<file path="config.mk">
export PLATFORM = sky130hd
export DESIGN_NAME = vinsn_issue_queue
export DESIGN_NICKNAME = d
export VERILOG_FILES = /design/src/rtl/vinsn_issue_queue.sv
export SDC_FILE = /design/constraint.sdc
export NUM_CORES = 1
export LEC_CHECK = 0
export BUFFER_PORTS_ARGS = -buffer_cell sky130_fd_sc_hd__buf_2
export CORE_UTILIZATION = 41
export DETAILED_ROUTE_END_ITERATION = 8
export SLEW_MARGIN = 20
export SYNTH_ARGS = -nofsm -noshare
export SYNTH_HDL_FRONTEND = slang
export SYNTH_SLANG_ARGS = --single-unit
</file>
<file path="constraint.sdc">
create_clock -name clk_i -period 11.1 [get_ports clk_i]
set_input_delay 2.22 -clock clk_i [delete_from_list [all_inputs] [get_ports clk_i]]
set_output_delay 2.22 -clock clk_i [all_outputs]
set_load 0.03 [all_outputs]
</file>
<file path="src/rtl/vinsn_issue_queue.sv">
// Vector instruction issue queue: FWFT FIFO with an outstanding-instruction limit.
// Head visible the cycle after enqueue; ready_o drops when full or flushing.

package vinsn_issue_queue_pkg;
  typedef logic [7:0]  insn_id_t;
  typedef logic [63:0] xlen_t;
  typedef struct packed {
    logic [7:0]  vtype;
    logic [15:0] vl;
  } vec_context_t;
endpackage

module vinsn_issue_queue
  import vinsn_issue_queue_pkg::*;
#(
  parameter int unsigned Depth       = 4,
  parameter int unsigned MaxInflight = 8
) (
  input  logic                   clk_i,
  input  logic                   rst_i,
  input  logic                   valid_i,
  output logic                   ready_o,
  input  logic [31:0]            insn_i,
  input  insn_id_t               insn_id_i,
  input  xlen_t                  scalar_reg_i,
  input  vec_context_t           vec_context_i,
  input  logic                   flush_i,
  output logic                   issue_valid_o,
  input  logic                   issue_ready_i,
  output logic [31:0]            insn_o,
  output insn_id_t               insn_id_o,
  output xlen_t                  scalar_reg_o,
  output vec_context_t           vec_context_o,
  input  logic                   done_i,
  output logic [$clog2(Depth):0] count_o,
  output logic [3:0]             inflight_o,
  output logic                   err_o
);

  localparam int unsigned AW = $clog2(Depth);
  localparam int unsigned CW = AW + 1;

  typedef struct packed {
    logic [31:0]  insn;
    insn_id_t     id;
    xlen_t        scalar;
    vec_context_t ctx;
  } entry_t;

  entry_t         mem_q [Depth];
  entry_t         head;
  logic [CW-1:0]  count_q, count_d;
  logic [AW-1:0]  wptr_q, wptr_d;
  logic [AW-1:0]  rptr_q, rptr_d;
  logic [3:0]     inflight_q, inflight_d;
  logic           err_q, err_d;
  logic           push, pop;

  assign ready_o       = (count_q != CW'(Depth)) && !flush_i;
  assign issue_valid_o = (count_q != '0) && (inflight_q != 4'(MaxInflight)) && !flush_i;
  assign push          = valid_i && ready_o;
  assign pop           = issue_valid_o && issue_ready_i;

  assign head          = mem_q[rptr_q];
  assign insn_o        = head.insn;
  assign insn_id_o     = head.id;
  assign scalar_reg_o  = head.scalar;
  assign vec_context_o = head.ctx;

  assign count_o       = count_q;
  assign inflight_o    = inflight_q;
  assign err_o         = err_q;

  always_comb begin
    count_d    = count_q;
    wptr_d     = wptr_q;
    rptr_d     = rptr_q;
    inflight_d = inflight_q;
    err_d      = err_q;

    if (flush_i) begin
      count_d = '0;
      wptr_d  = '0;
      rptr_d  = '0;
    end else begin
      if (push) wptr_d = wptr_q + AW'(1);
      if (pop)  rptr_d = rptr_q + AW'(1);
      case ({push, pop})
        2'b10:   count_d = count_q + CW'(1);
        2'b01:   count_d = count_q - CW'(1);
        default: ;
      endcase
    end

    // Retire tracking runs regardless of flush: issued instructions are already in rvv_core.
    if (pop && !done_i) begin
      inflight_d = inflight_q + 4'd1;
    end else if (done_i && !pop) begin
      if (inflight_q == 4'd0) err_d = 1'b1;
      else                    inflight_d = inflight_q - 4'd1;
    end
  end

  always_ff @(posedge clk_i or posedge rst_i) begin
    if (rst_i) begin
      count_q    <= '0;
      wptr_q     <= '0;
      rptr_q     <= '0;
      inflight_q <= '0;
      err_q      <= 1'b0;
    end else begin
      count_q    <= count_d;
      wptr_q     <= wptr_d;
      rptr_q     <= rptr_d;
      inflight_q <= inflight_d;
      err_q      <= err_d;
    end
  end

  // Storage carries no reset; occupancy alone decides which entries are meaningful.
  always_ff @(posedge clk_i) begin
    if (push) mem_q[wptr_q] <= {insn_i, insn_id_i, scalar_reg_i, vec_context_i};
  end

endmodule

</file>
Word-level counts from Yosys, hierarchy flattened
Memories as Yosys holds them, arrays and structs flattened.
Cells that the tools add are included.
{ "word_totals": {"inputBits": 134, "regBits": 12, "out_inout_bits": 138, "memories": 1, "ramBits": 512} }
{ "op_classes": {"n_addsub": 6, "n_reduce_logical": 18, "n_eq_ne": 5, "mux": 11, "bitwise": 1} }
{ "mem_list": {"columns": ["memory", "depth", "word_bits", "rd", "rd_ports_with_merged_regs", "wr", "line_no", "rtl"], "rows": [
  ["mem_q", 4, 128, 1, 0, 1, "50", "entry_t mem_q [Depth];"]
]} }
{ "ops": {"columns": ["op", "n"], "rows": [
  ["$mux 4", 3],
  ["$mux 2", 4],
  ["$logic_and 1x1->1", 7],
  ["$pmux 3 s2", 1],
  ["$reduce_bool 2->1", 3],
  ["$reduce_bool 3->1", 2],
  ["$add 2x1->2 const B", 2],
  ["$add 4x1->4 const B", 1],
  ["$logic_not 4->1", 1],
  ["$ne 4x4->1 const B", 1],
  ["$sub 4x1->4 const B", 1],
  ["$add 3x1->3 const B", 1],
  ["$logic_not 1->1", 3],
  ["$mux 3", 1],
  ["$ne 3x3->1 const B", 1],
  ["$reduce_and 3->1", 1],
  ["$sub 3x1->3 const B", 1],
  ["$eq 2x1->1 const B", 1],
  ["$eq 2x2->1 const B", 1],
  ["$mux 1", 2],
  ["$ne 2x2->1 const B", 1],
  ["$reduce_and 2->1", 1],
  ["$not 1->1", 1]
]} }

Logic depth before layout (Yosys ltp)
Gate-level depths: netlist of run 1.
{ "logic_depth": {"ltp_word": 8, "ltp_mapped": 12} }

Worst setup path before layout of run 1
Ideal clock, no wire load.
{ "synth_timing": {"path_kind": "input -> register", "startpoint": "input port flush_i", "endpoint": "memory mem_q[0][0] (netlist bit) (enable)", "setup_time_ns": 0.503, "path_stages": 5, "slack_ns": 4.753, "arrival_ns": 5.844, "cell_sequence": "buf_2 > nand2b_1 > a21oi_1 > buf_2 > and2_1"} }
{ "synth_between": {"elab_chain_len": 5} }
{ "synth_rtl": {"columns": ["element", "line_no", "rtl"], "rows": [
  ["start: declaration", "27", "input logic flush_i,"],
  ["$logic_not 1->1", "59", "assign ready_o = (count_q != CW'(Depth)) && !flush_i;"],
  ["$logic_and 1x1->1", "59", null],
  ["$logic_and 1x1->1", "61", "assign push = valid_i && ready_o;"],
  ["$mux 1", "122", "if (push) mem_q[wptr_q] <= {insn_i, insn_id_i, scalar_reg_i, vec_context_i};"],
  ["$mux 1 (not written as such)", "122", null],
  ["end: declaration", "50", null]
]} }
Every way passes these cells.

Worst setup path in the final report of run 1
{ "layout_timing": {"startpoint": "register rptr_q[0]", "endpoint": "output port insn_o[15]"} }
{ "layout_between": {"elab_chain_len": 1} }
{ "layout_rtl": {"columns": ["element", "line_no", "rtl"], "rows": [
  ["start: declaration", "54", "logic [AW-1:0] rptr_q, rptr_d;"],
  ["start signal: assignment", "114", "rptr_q <= rptr_d;"],
  ["$mem_v2 4x128", null, null],
  ["end: declaration", "30", "output logic [31:0] insn_o,"]
]} }
Every way passes these cells.

==> results of run 1 <==
## cell type report
class                           count  share of cell area
Inverter                            7             0.00124
Sequential cell                   524               0.678
Timing Repair Buffer              284              0.0628
Clock buffer                       65              0.0611
Clock inverter                     34              0.0158
Multi-Input combinational cell    191               0.148
Tap cell                          607              0.0328
Antenna cell                        4            0.000433
## cell families (layout without fill, tap and decap cells)
family                     Yosys count  after routing  synth area share
other                                0              4                 0
adders and majority gates           10             10           0.00727
DFF                                524            524             0.813
muxes                              137            137             0.155
and+or+nand+nor                     29             29           0.00889
AOI/OAI and AO/OA                   11             11           0.00422
buffers and inverters               39            390            0.0105
xor gates and xnor gates             4              4           0.00182
## power breakdown
part           internal (W)  total (W)  switching [W]
clock network       0.00109    0.00180       0.000717
registers           0.00228    0.00233      0.0000574
logic              0.000312   0.000829       0.000517
total               0.00368    0.00497        0.00129
## sequential cells by signal, summed over array words and instances, names as in the netlist
name        count
rptr_q          2
count_o         3
inflight_o      4
mem_q         512
wptr_q          2
err_o           1
## how the worst min path moves through the flow
stage,start,endpoint,slack (ps),depth (start not counted)
floorplan,wptr_q[0]$_DFFE_PP0P_,wptr_q[0]$_DFFE_PP0P_,550,1
global placement,err_o$_DFFE_PP0P_,err_o$_DFFE_PP0P_,450,1
detailed placement,err_o$_DFFE_PP0P_,err_o$_DFFE_PP0P_,460,1
CTS,err_o$_DFFE_PP0P_,err_o$_DFFE_PP0P_,480,1
global route,err_o$_DFFE_PP0P_,err_o$_DFFE_PP0P_,480,1
finish,err_o$_DFFE_PP0P_,err_o$_DFFE_PP0P_,470,1
## critical path: cells and delay by family, from the launching register on
family   cells  cell delay (ps)
buf+inv      3             1510
flops        1              850
mux          1              620
## through the flow
| stage | hold WS, ps | cell area [um2] | total power, W | util |
|---|---|---|---|---|
| after floorplan | 555 | 19300 | 0.00298 | - |
| after global placement | 452 | 21300 | 0.00322 | 0.459 |
| after detailed placement | 460 | 21300 | 0.00323 | 0.459 |
| after CTS | 476 | 23100 | 0.00504 | 0.498 |
| after global routing | 484 | 23100 | 0.00515 | 0.498 |
| final | 474 | 23100 | 0.00497 | 0.498 |
## layout by cell type, fill, tap and decap left out, types with 3 or more instances in the layout
cell and n:
mux2_2 4, buf_4 13, dfrtp_1 10, nor2_1 8, bufinv_16 8, clkinv_2 6, and2_4 4, inv_1 6
nand2_1 4, diode_2 4, clkinvlp_4 3, clkinv_1 15, mux4_2 128, buf_2 271, clkbuf_16 55, edfxtp_1 512
mux2i_1 4, ha_1 8, a21oi_1 4, clkbuf_1 10
## routing by layer
metal | vias up | track usage | share of wire
li1 | 3864 | - | -
met1 | 4563 | 0.198 | 0.40
met2 | 222 | 0.268 | 0.51
met3 | 71 | 0.0480 | 0.074
met4 | 12 | 0.0516 | 0.023
met5 | - | 0 | 0.0022
==> flow_metrics.tcl, run 1 <==
set metrics [dict create \
    holdCritPathClass "reg -> reg" \
    final_cell_count_no_fill 1716 \
    synth_most_common_cell "edfxtp_1" \
    layout_min_cycle_time_ps 5810 \
    holdBufCountCts 0 \
    root_buffer "clkbuf_16" \
    cp_slowest_cell "dfrtp_4" \
    die_w_um 219 \
    ys_async_sr_fraction 0.0229 \
    multi_input_comb_area_mm2 0.00342 \
    slew_headroom 0.342 \
    p_per_area_mw_per_mm2 215 \
    path_cells "buf_4, buf_4, mux4_2, buf_2" \
    die_y_um 219 \
    place_inst 1613 \
    initial_core_util 0.415 \
    outcome "completed" \
    place.gp.congestion 0.728 \
    ir_drop_uv 154 \
    grt.total_usage 0.160 \
    drt_wl_total_um 37900 \
    grt_max_degree 66 \
    hpwl_um 22900 \
    post_cts_buffers 0 \
    regArea_mm2 0.0157 \
    critPathLaunch "rptr_q[0]$_DFFE_PP0P_" \
    drive_above_1_share 0.455 \
    clkSinkCount 524 \
    synth_area_leaders "edfxtp_1 (80%), mux4_2 (15%), dfrtp_1 (1.6%), ha_1 (0.52%), buf_4 (0.39%)" \
    grt_pass1_wl_um 56200 \
    portBuffers 271 \
    htreeDepth 2 \
    fillers 3770 \
    drv_cap 0 \
    drv_slew 0 \
    worst_pin_slew_ps 986 \
    rows 79 \
    ff2ff_setup_slack_ps 7430 \
    cp-start-kind "flip-flop" \
    rsz0062_at_grt "no" \
    hold_viol 0 \
    fin_nets 1205 \
    clock_skew_ps 11.3 \
    path_clk_slew_ps 60 \
    timing.final.crit_share 0.524 \
    synth.top_cell.area_share 0.797 \
    synth_edf_count 512 \
    cp-endpoint "insn_o[15]" \
    max_freq_mhz 172 \
    avgViaCountPerCell 5.09 \
    route.detailed.drc 0 \
    synth_top_area_cell "edfxtp_1" \
    post-place-ws_ps 5310 \
    r2r_cells 5 \
    wl_per_cell_um 22.1 \
    path_max_fanout 32 \
    cts-resized-gates 0 \
    cp.required_ps 8880 \
    setup-violations-final 0 \
    power_leakage_nw 7.71 \
    core_area_mm2 0.0465 \
    synth_area_mm2 0.0193 \
    timing.setup.tns_ps 0 \
    max_stage_delay_ps 850 \
    syn_avg_cell_area_um2 25.6 \
    syn_nets 898 \
    yosys_register_bits 524 \
    grt.overflow.total 0 \
    cts_buffers 53 \
    via_count 8732 \
    reg2reg_to "mem_q[1][120]$_DFFE_PP_" \
    synthTopCellsByCount "edfxtp_1 (512), mux4_2 (128), dfrtp_1 (12), buf_1 (11), buf_4 (10)" \
    critical_path_class "reg -> out" \
    ys.flop_type "edfxtp_1" \
    dr.pass1.iters 6 \
    first_iter_violations 505 \
    antenna_found_initial 8 \
    drtAntennaViolNets 0 \
    critPathMostFrequentCell "buf_4" \
    syn2layout_area_growth_pct 19.9 \
    die_area_mm2 0.0479 \
    clock_latency_ps 580 \
    ys_types 37 \
    critPathCaptureType "output port" \
    cts_tree "yes" \
    cp_data_arrival_time_ps 3590 \
    clockBufferDepth 3 \
    grt_pass1_vias 9200 \
    synth_seq_area_share 0.813 \
    ys_warn_count 0 \
    layout_setup_ws_ps 5290 \
    rr_startpoint "count_o[0]$_DFFE_PP0P_" \
    netlist_instances 754 \
    io_pins 272 \
]
Note: power is estimated with default switching activity, not from simulation.
==> inputs of run 2 (changes only) <==
clock period = 4.9 ns   (was 11.1 ns; I/O delays follow)
==> flow_metrics.tcl, run 2 (same netlist as run 1, synthesis figures left out) <==
set metrics [dict create \
    outcome "completed" \
    drv_cap 0 \
    seqPwrFrac 0.475 \
    drtAntennaViolNets 0 \
    clock_skew_ps 23.7 \
    place.gp.congestion 0.720 \
    clkSinkCount 524 \
    ir_drop_uv 330 \
    utilization 0.501 \
    max_stage_delay_ps 1030 \
    cts-resized-gates 0 \
    die_area_mm2 0.0479 \
    antenna_found_initial 7 \
    layout_min_cycle_time_ps 3820 \
    drv_slew 0 \
    drive_above_1_share 0.468 \
    dr.pass1.iters 4 \
    path_max_fanout 43 \
    cp-start-kind "flip-flop" \
    holdBufCountCts 0 \
    portBuffers 271 \
    post_cts_buffers 0 \
    p_comb_frac 0.170 \
    path_clk_slew_ps 60 \
    holdWs_ps 401 \
    p_per_area_mw_per_mm2 480 \
    grt_pass1_vias 9233 \
    route.detailed.drc 0 \
    cts_buffers 54 \
    via_count 8766 \
    fillers 3756 \
    fin_nets 1217 \
    clockBufferDepth 3 \
    avgViaCountPerCell 5.08 \
    timing.setup.tns_ps 0 \
    max_freq_mhz 262 \
    initial_core_util 0.415 \
    critPathCaptureType "output port" \
    largest_register_ffs 512 \
    internal_power_w 0.00817 \
    slew_headroom 0.375 \
    total_power_w 0.0112 \
    first_iter_violations 479 \
    cts_tree "yes" \
    wl_per_cell_um 22.1 \
    io_pins 272 \
    syn2layout_area_growth_pct 20.6 \
    rows 79 \
    hold_viol 0 \
    htreeDepth 2 \
    grt.total_usage 0.161 \
    p_clk_frac 0.355 \
    critical_path_class "reg -> out" \
    root_buffer "clkbuf_16" \
    cp_num_buf_inv 2 \
    path_cells "buf_4, mux4_2, buf_2" \
    holdCritPathClass "in -> async" \
    drt_wl_total_um 38200 \
    core_area_mm2 0.0465 \
    worst_pin_slew_ps 937 \
    clock_latency_ps 600 \
    grt_max_degree 73 \
    p_sw_frac 0.268 \
    regArea_mm2 0.0157 \
    die_y_um 219 \
    hpwl_um 22700 \
    grt.overflow.total 0 \
    layout_common_cells "edfxtp_1 (512), buf_2 (271), mux4_2 (128)" \
    timing.final.crit_share 0.780 \
    setup-violations-final 0 \
    rsz0062_at_grt "no" \
    power_leakage_nw 7.78 \
    crit_family "flip-flops" \
    die_w_um 219 \
    multi_input_comb_area_mm2 0.00342 \
    cp.required_ps 3920 \
    p_sw_w 0.00300 \
    top_register "mem_q" \
    cp_slowest_cell "dfrtp_4" \
    layout_commonest_cell "edfxtp_1" \
    cp_data_arrival_time_ps 2840 \
    grt_pass1_wl_um 57000 \
]
run 2: cell types whose count changed in the layout (fill, tap and decap cells not counted), sizes merged:
| cell | change |
|---|---|
| buf | +11 |
| bufinv | -4 |
| inv | +3 |
| clkinv | +1 |
| diode | -1 |
run 2: power by group through the flow:
stage,sequential (W),combinational (W),clock [W]
after floorplan,0.00538,0.00136,0
after global placement,0.00540,0.00193,0
after detailed placement,0.00541,0.00194,0
after CTS,0.00531,0.00195,0.00407
after global routing,0.00533,0.00204,0.00424
final,0.00530,0.00190,0.00396
run 2: layer usage:
metal | up-vias | GRT usage | wire (um)
met1 | 4572 | 0.211 | 15900
met4 | 10 | 0.0428 | 661
li1 | 3888 | - | -
met3 | 67 | 0.0561 | 2960
met5 | - | 0 | 72
met2 | 229 | 0.255 | 18600
run 2: metrics by stage:
step | cell area [um2] | instances | setup WS [ps]
floorplan | 19300 | 754 | 1230
global placement | 21500 | 1624 | 1490
detailed placement | 21500 | 1624 | 1430
CTS | 23300 | 1723 | 901
global route | 23300 | 1723 | 850
finish | 23300 | 1726 | 1080
run 2: worst register-to-register path, cell delays in order, from the launching register on:
cell,delay [ps]
dfrtp_1,500
nor3_1,90
a211oi_2,300
nand2_4,110
inv_4,120
ha_1,220
inv_1,120
ha_1,280
a21o_1,180
a21oi_1,230
mux2_2,370
a22o_1,190
run 2: cell type report:
cell class | count | share of cell area
Inverter | 7 | 0.00124
Clock buffer | 65 | 0.0607
Multi-Input combinational cell | 191 | 0.147
Clock inverter | 34 | 0.0132
Tap cell | 607 | 0.0326
Timing Repair Buffer | 295 | 0.0709
Sequential cell | 524 | 0.674
Antenna cell | 3 | 0.000323
run 2: worst paths after layout:
path	startpoint	endpoint	slack, ps	depth (start not counted)
min in group clk_i	err_o$_DFFE_PP0P_	err_o$_DFFE_PP0P_	460	1
worst min register to register	err_o$_DFFE_PP0P_	err_o$_DFFE_PP0P_	460	1
max in group asynchronous	rst_i	rptr_q[0]$_DFFE_PP0P_	4110	2
worst max-delay path	rptr_q[0]$_DFFE_PP0P_	insn_o[7]	1080	3
worst min-delay path	rst_i	err_o$_DFFE_PP0P_	400	2
worst max register to register	count_o[2]$_DFFE_PP0P_	inflight_o[3]$_DFFE_PP0P_	2080	11
